$ cat src/rtl/flash_pkg.sv
// Shared types and configuration helpers for the Wishbone-to-NOR-flash read controller.
package flash_pkg;

  typedef enum logic [1:0] {
    IDLE,
    ACCESS,
    ACK
  } state_t;

  // Word-address width: window flag + base register + window offset.
  function automatic int calc_waw(input int base_w, input int win_off_w);
    return 1 + base_w + win_off_w;
  endfunction

  function automatic int calc_flash_aw(input int base_w, input int win_off_w, input int byte_mode);
    return calc_waw(base_w, win_off_w) + byte_mode;
  endfunction

  // A linear 16-bit word address must fit into the word-address space.
  function automatic bit cfg_ok(input int base_w, input int win_off_w);
    return calc_waw(base_w, win_off_w) >= 16;
  endfunction

endpackage

$ cat src/rtl/wb_flash_ctrl.sv
// Wishbone classic slave giving 16-bit read access to asynchronous NOR flash,
// with programmable wait states, a windowed address mode and optional 8-bit flash bus.
module wb_flash_ctrl
  import flash_pkg::*;
#(
  parameter int BASE_W      = 12,
  parameter int WIN_OFF_W   = 9,
  parameter int WAIT_CYCLES = 4,
  parameter int BYTE_MODE   = 0,
  localparam int FLASH_AW   = calc_flash_aw(BASE_W, WIN_OFF_W, BYTE_MODE)
) (
  input  logic                wb_clk_i,
  input  logic                wb_rst_i,
  input  logic [15:0]         wb_dat_i,
  output logic [15:0]         wb_dat_o,
  input  logic [16:1]         wb_adr_i,
  input  logic                wb_we_i,
  input  logic                wb_tga_i,
  input  logic                wb_stb_i,
  input  logic                wb_cyc_i,
  input  logic [1:0]          wb_sel_i,
  output logic                wb_ack_o,
  output logic [FLASH_AW-1:0] flash_addr_,
  input  logic [15:0]         flash_data_,
  output logic                flash_we_n_,
  output logic                flash_oe_n_,
  output logic                flash_ce_n_,
  output logic                flash_rst_n_,
  output logic                flash_byte_n_
);

  localparam int WAW = calc_waw(BASE_W, WIN_OFF_W);

  if (!cfg_ok(BASE_W, WIN_OFF_W)) begin : g_bad_cfg
    $error("wb_flash_ctrl: 1+BASE_W+WIN_OFF_W must be at least 16");
  end

  state_t            state;
  logic [BASE_W-1:0] base;
  logic [3:0]        count;
  logic [15:0]       rd_data;
  logic              cur_lane;
  logic              lane_pending;

  logic              op;
  logic [1:0]        sel_eff;
  logic [WAW-1:0]    word_addr;
  logic [15:0]       sampled;
  logic              unused_dat;

  assign op            = wb_stb_i & wb_cyc_i;
  assign sel_eff       = (wb_sel_i == 2'b00) ? 2'b11 : wb_sel_i;
  assign flash_we_n_   = 1'b1;
  assign flash_rst_n_  = 1'b1;
  assign flash_byte_n_ = (BYTE_MODE == 0);
  assign unused_dat    = ^wb_dat_i;

  always_comb begin
    if (wb_tga_i) word_addr = {1'b1, base, wb_adr_i[WIN_OFF_W:1]};
    else          word_addr = WAW'(wb_adr_i);
  end

  // Merge the current flash sample into the partially assembled word.
  always_comb begin
    sampled = rd_data;
    if (BYTE_MODE == 0) sampled = flash_data_;
    else if (cur_lane)  sampled[15:8] = flash_data_[7:0];
    else                sampled[7:0]  = flash_data_[7:0];
  end

  // NOTE: every register below uses <= so all updates see pre-edge values.
  always_ff @(posedge wb_clk_i) begin
    if (wb_rst_i) begin
      state        <= IDLE;
      wb_ack_o     <= 1'b0;
      wb_dat_o     <= '0;
      base         <= '0;
      flash_ce_n_  <= 1'b1;
      flash_oe_n_  <= 1'b1;
      flash_addr_  <= '0;
      count        <= '0;
      rd_data      <= '0;
      cur_lane     <= 1'b0;
      lane_pending <= 1'b0;
    end else begin
      case (state)
        IDLE: begin
          wb_ack_o <= 1'b0;
          if (op) begin
            if (wb_we_i) begin
              if (wb_tga_i) begin
                for (int i = 0; i < BASE_W; i++) begin
                  if (i < 8 ? wb_sel_i[0] : wb_sel_i[1]) base[i] <= wb_dat_i[i];
                end
              end
              state    <= ACK;
              wb_ack_o <= 1'b1;
            end else begin
              state       <= ACCESS;
              flash_ce_n_ <= 1'b0;
              flash_oe_n_ <= 1'b0;
              count       <= 4'(WAIT_CYCLES - 1);
              rd_data     <= '0;
              if (BYTE_MODE != 0) begin
                flash_addr_  <= FLASH_AW'({word_addr, ~sel_eff[0]});
                cur_lane     <= ~sel_eff[0];
                lane_pending <= &sel_eff;
              end else begin
                flash_addr_ <= FLASH_AW'(word_addr);
              end
            end
          end
        end

        ACCESS: begin
          if (!op) begin
            state       <= IDLE;
            flash_ce_n_ <= 1'b1;
            flash_oe_n_ <= 1'b1;
          end else if (count != 4'd0) begin
            count <= count - 4'd1;
          end else begin
            rd_data <= sampled;
            if (lane_pending) begin
              // Second byte lane follows immediately with the strobes kept low.
              lane_pending   <= 1'b0;
              cur_lane       <= 1'b1;
              flash_addr_[0] <= 1'b1;
              count          <= 4'(WAIT_CYCLES - 1);
            end else begin
              state       <= ACK;
              wb_ack_o    <= 1'b1;
              wb_dat_o    <= sampled;
              flash_ce_n_ <= 1'b1;
              flash_oe_n_ <= 1'b1;
            end
          end
        end

        ACK: begin
          wb_ack_o <= 1'b0;
          state    <= IDLE;
        end

        default: state <= IDLE;
      endcase
    end
  end

endmodule

$ cat config.mk
export PLATFORM = sky130hd
export DESIGN_NAME = wb_flash_ctrl
export DESIGN_NICKNAME = d
export VERILOG_FILES = /design/src/rtl/flash_pkg.sv /design/src/rtl/wb_flash_ctrl.sv
export SDC_FILE = /design/constraint.sdc
export NUM_CORES = 1
export LEC_CHECK = 0
export ABC_CLOCK_PERIOD_IN_PS = 1700
export BUFFER_PORTS_ARGS = -buffer_cell sky130_fd_sc_hd__buf_2
export CAP_MARGIN = 20
export CORE_ASPECT_RATIO = 2
export CORE_UTILIZATION = 45
export CTS_BUF_LIST = sky130_fd_sc_hd__clkbuf_4
export CTS_CLUSTER_SIZE = 14
export DETAILED_ROUTE_END_ITERATION = 16
export HOLD_SLACK_MARGIN = 0.03
export PLACE_DENSITY_LB_ADDON = 0.08
export SLEW_MARGIN = 10
export SYNTH_ARGS = -nofsm -noshare
export SYNTH_HDL_FRONTEND = slang
export SYNTH_SLANG_ARGS = --single-unit
$ cat constraint.sdc
create_clock -name wb_clk_i -period 1.7 [get_ports wb_clk_i]
set_input_delay 0.17 -clock wb_clk_i [delete_from_list [all_inputs] [get_ports wb_clk_i]]
set_output_delay 0.17 -clock wb_clk_i [all_outputs]
set_load 0.005 [all_outputs]
==> key figures, run 1 <==
Synth
  – Xor/xnor share of the synthesized area: 0%
  – Post-Syn Instances: 274
  – Adder-cell share of the synthesized area: 2.601%
  – Register bit count reported by yosys: 58
  – Area share of and/or/nand/nor cells after synthesis: 20.50%
  – Main combinational cell family by area after synthesis: simple AND/OR/NAND/NOR gates
  – Synth Area in Compound Gates: 14.52%
  – Multiplexer area fraction after synthesis: 8.741%
  – Sequential cell area fraction in the yosys report: 48.28%
  – Synth Warn #: 0
  – Cell area after synthesis: 2405 µm²
  – Avg Synthesized Cell Area: 8.777 µm²
  – Distinct cells, synth: 37

Pwr
  – P_leak: 1.681 nW
  – Worst VDD drop: 0.9700 mV
  – PwrDens: 885.9 nW/µm²

Setup path
  – Max Fanout on Critical Path: 4
  – Crit path launch type: register
  – Critical register-to-register path endpoint: flash_ce_n_
  – R2R Setup Slk: 60 ps
  – Data arrival time at the worst-slack endpoint: 1940 ps
  – Register-to-Register Path Depth: 7
  – R2R Path Start: state[1]
  – Capturing element type of the critical path: register
  – Crit path required time: 2000 ps
  – WS Path Type: register to register

STA
  – Sum Neg Setup Slack: 0 ps
  – Fin. max-slew vios: 0
  – Clk_skew: 13.44 ps
  – Highest clock rate: 609.9 MHz
  – Final hold violation count: 0
  – Count of final setup violators: 0
  – Smallest hold slack: 90.33 ps
  – Setup repair after global routing missed its margin: yes
  – Final worst path period need: 1640 ps
  – Share of the cycle needed by the critical path after routing: 96.45%

Die
  – Std-Cell Rows: 37
  – I/O pin count: 100
  – Floorplan die area: 5658 µm²
  – Starting density of the core: 46.80%
  – Vertical extent of the die: 105.4 µm
  – Core area: 5139 µm²
  – Horizontal extent of the die: 53.69 µm

Finish
  – Fraction of layout instances using a drive strength above 1: 31.97%
  – Fill cells: 444
  – Multi-input combinational cell area: 1137 µm²
  – Final layout net count: 472
  – Most common library cell in the layout ignoring fill and taps: buf_2
  – Number of antenna repair diodes: 0
  – FF/Latch Area: 1164 µm²
  – Most frequent cells in the layout: buf_2 (92), nand2_1 (58), dfxtp_1 (56)
  – Non-filler instance count after layout: 474
  – Relative area change from synthesis to final layout: 50.16%

Hold path
  – Number of instances on the worst hold path: 3
  – Start point of the worst min-delay path: wb_adr_i[11]
  – Min-delay worst type: primary input to register
  – Worst Hold Path EP: flash_addr_[10]

Clock tree
  – Clock tree buffer depth: 2
  – CTS tree: yes
  – Clock buffers created by TritonCTS: 9
  – Total number of clock tree sinks: 58
  – Insertion delay to the later sink of the worst-skew pair: 410 ps
  – H-Tree Level Count: 3
  – Clk slew on worst S/H paths: 100 ps
  – Root buffer cell: clkbuf_4

Placement
  – Routability congestion estimate from global placement: 0.8455
  – Port Buffer Count: 92
  – Half-perimeter wire length after placement: 3923 µm
  – Placed cell count: 418

Routing
  – Detailed-routing iteration count for the pre-antenna-repair pass: 4
  – DRC violation count after routing: 0
  – Routed Wire Length: 5817 µm
  – Average wire per cell in the routed design: 12.27 µm
  – Number of DRC markers in iteration 0: 20
  – Vias per inst: 5.000
  – Detailed-route via count: 2370
  – Post-detailed-route count of antenna-violating nets: 0

Global routing
  – Wire length of the first global-routing pass: 9425 µm
  – Combined global-route utilization of all metal layers: 22.69%
  – Vias in the first global route: 2298
  – Antenna violations before repair: 0
  – Grt total ovfl: 0
  – Maximum number of pins on one net before global-route repair: 40

Outcome
  – Outcome: complete, no violations

Run
  – Max-cap violations: 0
==> through the flow <==
| stage | worst slack (ps) | cell area (µm²) | util [%] | total power, W |
|---|---|---|---|---|
| after detailed placement | -22.19 | 2989 | 58.17 | 0.001745 |
| after CTS | 22.06 | 3571 | 69.49 | 0.003235 |
| after global placement | 34.49 | 2989 | 58.17 | 0.001741 |
| after floorplan | 8.920 | 2412 | - | 0.001608 |
| final | 60.42 | 3611 | 70.27 | 0.003199 |
| after global routing | -26.69 | 3611 | 70.27 | 0.003331 |
==> sequential cells by signal, summed over array words and instances, names as in the netlist <==
| register | flops |
|---|---|
| flash_addr_ | 22 |
| wb_dat_o | 16 |
| base | 12 |
| count | 4 |
| state | 2 |
| flash_ce_n_ | 1 |
| wb_ack_o | 1 |
==> synth_stat cells <==
master | count | area (µm²)
a221o_1 | 1 | 10.01
nand4_2 | 1 | 12.51
ha_1 | 5 | 62.56
and4bb_2 | 1 | 12.51
inv_1 | 6 | 22.52
nor3_4 | 1 | 16.27
buf_4 | 5 | 37.54
and3_1 | 1 | 6.260
buf_1 | 3 | 11.26
clkbuf_1 | 5 | 18.77
a221oi_4 | 1 | 26.28
nand3_1 | 8 | 40.04
nor3b_1 | 1 | 7.510
o21ai_0 | 1 | 5.000
a21o_1 | 1 | 7.510
nor3_1 | 2 | 10.01
a22o_1 | 1 | 8.760
a2bb2oi_1 | 1 | 8.760
or3_1 | 1 | 6.260
o21ai_1 | 1 | 5.000
nand4b_2 | 1 | 15.01
nand2b_1 | 3 | 18.77
a32o_1 | 1 | 10.01
nor3b_2 | 1 | 12.51
a21oi_1 | 33 | 165.2
a32oi_1 | 1 | 8.760
mux2i_1 | 21 | 210.2
nand2_1 | 58 | 217.7
nor2_1 | 28 | 105.1
a311oi_1 | 3 | 26.28
a211oi_1 | 8 | 60.06
dfxtp_1 | 58 | 1161
buf_2 | 7 | 35.03
o31ai_1 | 1 | 7.510
nand4_1 | 1 | 6.260
conb_1 | 1 | 3.750
nand2_2 | 1 | 6.260
==> worst max-delay path by stage <==
stage	startpoint	to	slack, ps	cells past startpoint
floorplan	state[1]	count[3]	9	7
global placement	state[0]	count[3]	30	6
detailed placement	state[0]	count[3]	-20	6
CTS	state[0]	count[3]	20	6
global route	state[1]	flash_addr_[6]	-30	8
finish	state[1]	flash_ce_n_	60	7
==> routing by layer <==
layer | track usage, % | share of wire [%] | up-vias
met3 | 7.792 | 6.2 | 14
li1 | - | - | 1206
met1 | 20.87 | 38 | 1072
met2 | 39.77 | 53 | 78
met4 | 13.35 | 3.1 | 0
met5 | 0 | 0 | -
==> cells by family (layout without fill, tap and decap cells) <==
logic type	after synthesis	count (layout)
other	1	3
DFF	58	58
muxes	21	21
adders and majority gates	5	5
and+or+nand+nor	109	109
buffers and inverters	26	166
AOI/OAI and AO/OA	54	54
==> where the power goes <==
part           internal [W]  switching (W)  leakage [nW]
combinational      0.000211       0.000170          1.10
sequential          0.00139      0.0000177         0.470
clock              0.000903       0.000506         0.108
total               0.00251       0.000694          1.68
==> repair_timing <==
item / 4_1_cts / 5_1_grt
endpoints found under the hold margin: 37 / 0
hold buffers: 37 / 0
setup buffers: 1 / 1
endpoints found under the setup margin: 1 / 19
gates resized for setup: 0 / 4
pin swaps: 1 / 3
cloned: 0 / 1
==> cell type report <==
| cell class | count | share of cell area (%) |
|---|---|---|
| tap | 58 | 2.010 |
| multi-input combinational | 192 | 31.50 |
| clock buffer | 10 | 2.079 |
| sequential | 58 | 32.22 |
| timing repair buffer | 144 | 28.00 |
| clock inverter | 6 | 3.569 |
| inverter | 6 | 0.6237 |
==> critical path, cell delays in order, from the launching register on <==
cell,delay (ps)
dfxtp_2,340
inv_1,90
ha_2,220
nand4b_2,180
buf_4,190
nand2_1,120
o21ai_0,110
a221o_1,290
Note: power is estimated with default switching activity, not from simulation.
==> run 2: changes to the inputs <==
CTS_BUF_LIST = sky130_fd_sc_hd__clkbuf_8   (was sky130_fd_sc_hd__clkbuf_4)
==> run 2 against run 1 <==
Compared with the run above: combinational power fell by 16%; cell count down 7.8%; design area down 8.1%; core utilization shrank 5.7 points; sequential share of layout area rose by 2.8 points; first-iteration DRC count increased to 2.7 times the previous value; flip-flop and latch count is the same; routed wire length down 7.2%; sequential power about the same; clock skew shrank 2.9 ps; critical endpoint is now count[3].
==> key figures, run 2 (synthesis results as in run 1) <==
Clock tree
  – Clock tree buffer depth: 2
  – Insertion delay to the later sink of the worst-skew pair: 340 ps
  – CTS tree: yes
  – Root buffer cell: clkbuf_8
  – H-Tree Level Count: 3
  – Clock buffers created by TritonCTS: 9
  – Clk slew on worst S/H paths: 60 ps
  – Number of buffers inserted by hold repair at cts: 0
  – Total number of clock tree sinks: 58

STA
  – Fin. max-slew vios: 0
  – Share of the cycle needed by the critical path after routing: 96.48%
  – Count of final setup violators: 0
  – Clk_skew: 10.55 ps
  – Highest clock rate: 609.7 MHz
  – Setup repair after global routing missed its margin: yes
  – Final hold violation count: 0
  – Final worst path period need: 1640 ps

Pwr
  – P_leak: 1.565 nW
  – Relative contribution of the clock network to total power: 49.3%
  – Switching power summed over all nets: 0.0007057 W
  – Worst VDD drop: 0.9724 mV
  – Switch share: 20.68%
  – Internal power summed over all cells: 0.002707 W
  – Fraction of power consumed by combinational cells: 9.4%
  – Portion of total power attributed to sequential cells: 41.3%
  – PwrDens: 1028 nW/µm²

Setup path
  – Capturing element type of the critical path: register
  – WS Path Type: register to register
  – List of cells traversed by the critical path: inv_1 > ha_2 > and4bb_2 > a221oi_4 > nand2_1 > a32o_1
  – Max Fanout on Critical Path: 5
  – Data arrival time at the worst-slack endpoint: 1860 ps
  – Crit path required time: 1920 ps
  – Slowest CP cell: dfxtp_2
  – Crit path launch type: register
  – Max stage delay on crit path: 330 ps

Hold path
  – Min-delay worst type: primary input to register

Outcome
  – Outcome: complete, no violations

Die
  – Starting density of the core: 46.80%
  – Floorplan die area: 5658 µm²
  – I/O pin count: 100
  – Core area: 5139 µm²
  – Horizontal extent of the die: 53.69 µm
  – Std-Cell Rows: 37
  – Vertical extent of the die: 105.4 µm

Finish
  – Most common library cell in the layout ignoring fill and taps: buf_2
  – Post-route design area: 3319 µm²
  – Max FFs per register: 22
  – Fraction of layout instances using a drive strength above 1: 35.09%
  – Non-filler instance count after layout: 437
  – Relative area change from synthesis to final layout: 38.03%
  – Final design utilization: 64.60%
  – Final layout net count: 435
  – Register with the most flip-flops: flash_addr_
  – Number of antenna repair diodes: 0
  – Most frequent cells in the layout: buf_2 (92), nand2_1 (58), dfxtp_1 (57)
  – Largest registers ranked by flip-flop count: flash_addr_ x22, wb_dat_o x16, base x12

Global routing
  – Antenna violations before repair: 0
  – Grt total ovfl: 0
  – Combined global-route utilization of all metal layers: 21.08%
  – Maximum number of pins on one net before global-route repair: 40
  – Vias in the first global route: 2098
  – Wire length of the first global-routing pass: 8707 µm

Placement
  – Half-perimeter wire length after placement: 3923 µm
  – Port Buffer Count: 92
  – Placed cell count: 418
  – Placement Cell Area: 2989 µm²
  – Routability congestion estimate from global placement: 0.8455

Routing
  – Detailed-routing iteration count for the pre-antenna-repair pass: 5
  – Vias per inst: 5.087
  – DRC violation count after routing: 0
  – Detailed-route via count: 2223
  – Post-detailed-route count of antenna-violating nets: 0
  – Routed Wire Length: 5400 µm
  – Number of DRC markers in iteration 0: 54
  – Average wire per cell in the routed design: 12.36 µm

Run
  – Max-cap violations: 0
[run 2: cell count changes in the layout (fill, tap and decap cells not counted), sizes merged]
cell	previous run	this run
dlygate4sd3	37	0
clkinv	2	1
inv	6	7
[run 2: cell type report]
| type | count | area [µm²] |
|---|---|---|
| fillers | 490 | 1819 |
| clock buffers | 10 | 137.6 |
| flip-flops and latches | 58 | 1162 |
| clock inverters | 6 | 128.9 |
| multi-input cells | 192 | 1155 |
| inverters | 6 | 22.52 |
| well taps | 58 | 72.57 |
| repair buffers | 107 | 640.6 |
[run 2: metal layers]
metal  share of wire [%]  routed length, µm  GRT usage [%]  vias to the layer above
li1                    -                  -              -                     1130
met1                  39               2103          20.11                     1011
met2                  53               2848          35.63                       72
met3                 5.6                301          7.937                       10
met4                 2.7                146          12.78                        0
met5                   0                  0              0                        -
[run 2: worst paths after layout]
check,from,endpoint,slack (ps),cells after the start
max,state[1],count[3],60,6
min,wb_dat_i[3],base[3],60,3
max reg2reg,state[1],count[3],60,6
min reg2reg,wb_dat_o[1],wb_dat_o[1],450,2
[run 2: per-stage QoR]
step	setup TNS, ps	setup slack [ps]	power (W)	hold slack, ps
floorplan	0	8.920	0.001608	306.0
global placement	0	34.49	0.001741	400.6
detailed placement	-22.19	-22.19	0.001745	409.2
CTS	0	5.043	0.003443	46.43
global route	-10.91	-6.597	0.003548	57.52
finish	0	59.80	0.003413	64.62
[run 2: timing repair]
action                     in CTS  in global routing
setup endpoints to repair       1                 16
gates resized for setup         0                  6
setup buffers                   0                  2
pin swaps                       1                  3
cloned                          0                  1
[run 2: power groups by stage]
stage | logic (W) | clock network (W) | registers, W
finish | 0.000320 | 0.00168 | 0.00141
global route | 0.000354 | 0.00178 | 0.00141
CTS | 0.000306 | 0.00173 | 0.00141
detailed placement | 0.000304 | 0 | 0.00144
global placement | 0.000302 | 0 | 0.00144
floorplan | 0.000166 | 0 | 0.00144
[run 2: critical path, delay by kind of cell (launching register included)]
kind	cells	cell delay [ps]
compound gates	2	540
buf+inv	1	80
fa+ha+maj	1	220
flops	1	330
simple gates	2	350
==> run 3: changes to the inputs <==
GPL_TIMING_DRIVEN = 0   (was default)
==> run 3 against run 2 <==
Compared with the run above: sequential share of layout area rose by 0.65 points; register-to-register slack got worse by 20 ps; power fell by 14%; clock-buffer cell count did not move; maximum frequency fell by 0.92%; clock power fell by 29%; critical path depth rose by 1; die area did not move; non-clock buffer count rose by 12; sequential power barely moved.
==> key figures, run 3 (synthesis results as in run 1) <==
Clock tree
  – Insertion delay to the later sink of the worst-skew pair: 330 ps
  – Total number of clock tree sinks: 58
  – Clock tree buffer depth: 2
  – Clock buffers created by TritonCTS: 9
  – Root buffer cell: clkbuf_8
  – Number of buffers inserted by hold repair at cts: 0
  – CTS tree: yes
  – H-Tree Level Count: 3
  – Clk slew on worst S/H paths: 60 ps

Finish
  – Fraction of layout instances using a drive strength above 1: 36.41%
  – Largest registers ranked by flip-flop count: flash_addr_ x22, wb_dat_o x16, base x12
  – Post-route design area: 3277 µm²
  – Max FFs per register: 22
  – Register with the most flip-flops: flash_addr_
  – Final layout net count: 447
  – Most frequent cells in the layout: buf_2 (95), nand2_1 (57), dfxtp_1 (54)
  – Relative area change from synthesis to final layout: 36.26%
  – Number of antenna repair diodes: 0
  – Most common library cell in the layout ignoring fill and taps: buf_2

Placement
  – Placement Cell Area: 2940 µm²
  – Port Buffer Count: 91
  – Routability congestion estimate from global placement: 0.9104
  – Half-perimeter wire length after placement: 4288 µm

Routing
  – Routed Wire Length: 5881 µm
  – Vias per inst: 5.107
  – Number of DRC markers in iteration 0: 56
  – Detailed-routing iteration count for the pre-antenna-repair pass: 4
  – Average wire per cell in the routed design: 13.13 µm
  – DRC violation count after routing: 0
  – Post-detailed-route count of antenna-violating nets: 0
  – Detailed-route via count: 2288

Setup path
  – WS Path Type: register to register
  – Capturing element type of the critical path: register
  – Delay-heaviest family, CP: compound AO/OA/AOI/OAI gates
  – Crit path required time: 1930 ps
  – Max Fanout on Critical Path: 5
  – Total buffers and inverters traversed by the critical path: 2
  – Data arrival time at the worst-slack endpoint: 1880 ps
  – Slowest CP cell: dfxtp_4
  – Crit path launch type: register
  – List of cells traversed by the critical path: inv_4 > ha_4 > buf_6 > nand2b_4 > a221oi_4 > nand2_1 > a32o_1
  – Max stage delay on crit path: 380 ps

Hold path
  – Min-delay worst type: primary input to register

STA
  – Count of final setup violators: 0
  – Highest clock rate: 604.1 MHz
  – Relative slew slack: 60.95%
  – Share of the cycle needed by the critical path after routing: 97.38%
  – Final hold violation count: 0
  – Transition time at the pin with the least slew margin: 585.8 ps
  – Final worst path period need: 1655 ps
  – Clk_skew: 6.788 ps
  – Fin. max-slew vios: 0

Outcome
  – Outcome: complete, no violations

Pwr
  – P_leak: 1.557 nW
  – Final Power: 0.002944 W
  – Worst VDD drop: 0.7202 mV
  – PwrDens: 898.3 nW/µm²

Global routing
  – Combined global-route utilization of all metal layers: 22.81%
  – Maximum number of pins on one net before global-route repair: 11
  – Vias in the first global route: 2140
  – Wire length of the first global-routing pass: 9252 µm
  – Grt total ovfl: 0
  – Antenna violations before repair: 0

Run
  – Max-cap violations: 0

Die
  – Starting density of the core: 46.80%
  – Floorplan die area: 5658 µm²
  – I/O pin count: 100
  – Vertical extent of the die: 105.4 µm
  – Core area: 5139 µm²
  – Horizontal extent of the die: 53.69 µm
  – Std-Cell Rows: 37
[run 3: cell count changes in the layout (fill, tap and decap cells not counted), moves of 2 or more]
cell / previous run / this run
bufinv_16: 4 / 1
clkbuf_1: 0 / 5
buf_4: 10 / 13
buf_2: 92 / 95
buf_12: 4 / 0
buf_6: 0 / 3
dfxtp_2: 1 / 3
buf_1: 0 / 3
inv_4: 0 / 2
dfxtp_1: 57 / 54
[run 3: final timing paths]
check	start	end	slack, ps	cells after the start
max	state[0]	count[3]	40	7
min reg2reg	wb_dat_o[1]	wb_dat_o[1]	450	2
min	wb_dat_i[10]	base[10]	70	3
max reg2reg	state[0]	count[3]	40	7
[run 3: worst min-delay path, stage by stage]
cell and delay [ps]:
buf_2 70, mux2i_1 50, nor2_1 70
[run 3: routing by layer]
metal	global-route usage (%)	routed length, µm	vias to the layer above
li1	-	-	1150
met1	21.87	2204	1040
met2	40.04	3152	87
met3	6.638	347	11
met4	12.97	176	0
met5	0	0	-
[run 3: stage by stage]
step	hold slack [ps]	setup TNS [ps]	instances	setup WS (ps)	utilization, %
floorplan	306.0	0	276	8.920	-
global placement	400.3	-3597	425	-230.3	57.22
detailed placement	406.5	-3891	425	-259.4	57.22
CTS	51.72	0	446	3.680	62.89
global route	58.76	-9.406	448	-9.406	63.77
finish	65.82	0	448	44.59	63.77
[run 3: layout make-up]
cell class	count	area [µm²]
Fill cell	503	1862
Timing Repair Buffer	99	519.2
Clock buffer	10	137.6
Inverter	6	27.53
Clock inverter	5	47.55
Tap cell	58	72.57
Sequential cell	58	1169
Buffer	20	117.6
Multi-Input combinational cell	192	1186
[run 3: what timing repair did]
item,in CTS,in global routing
gates resized for setup,15,10
setup endpoints to repair,31,16
setup buffers,6,2
pin swaps,4,7
hold endpoints to repair,0,0
[run 3: where the power goes]
group	switching (W)	internal (W)
Sequential	0.0000206	0.00139
Clock	0.000505	0.000692
Combinational	0.000172	0.000160
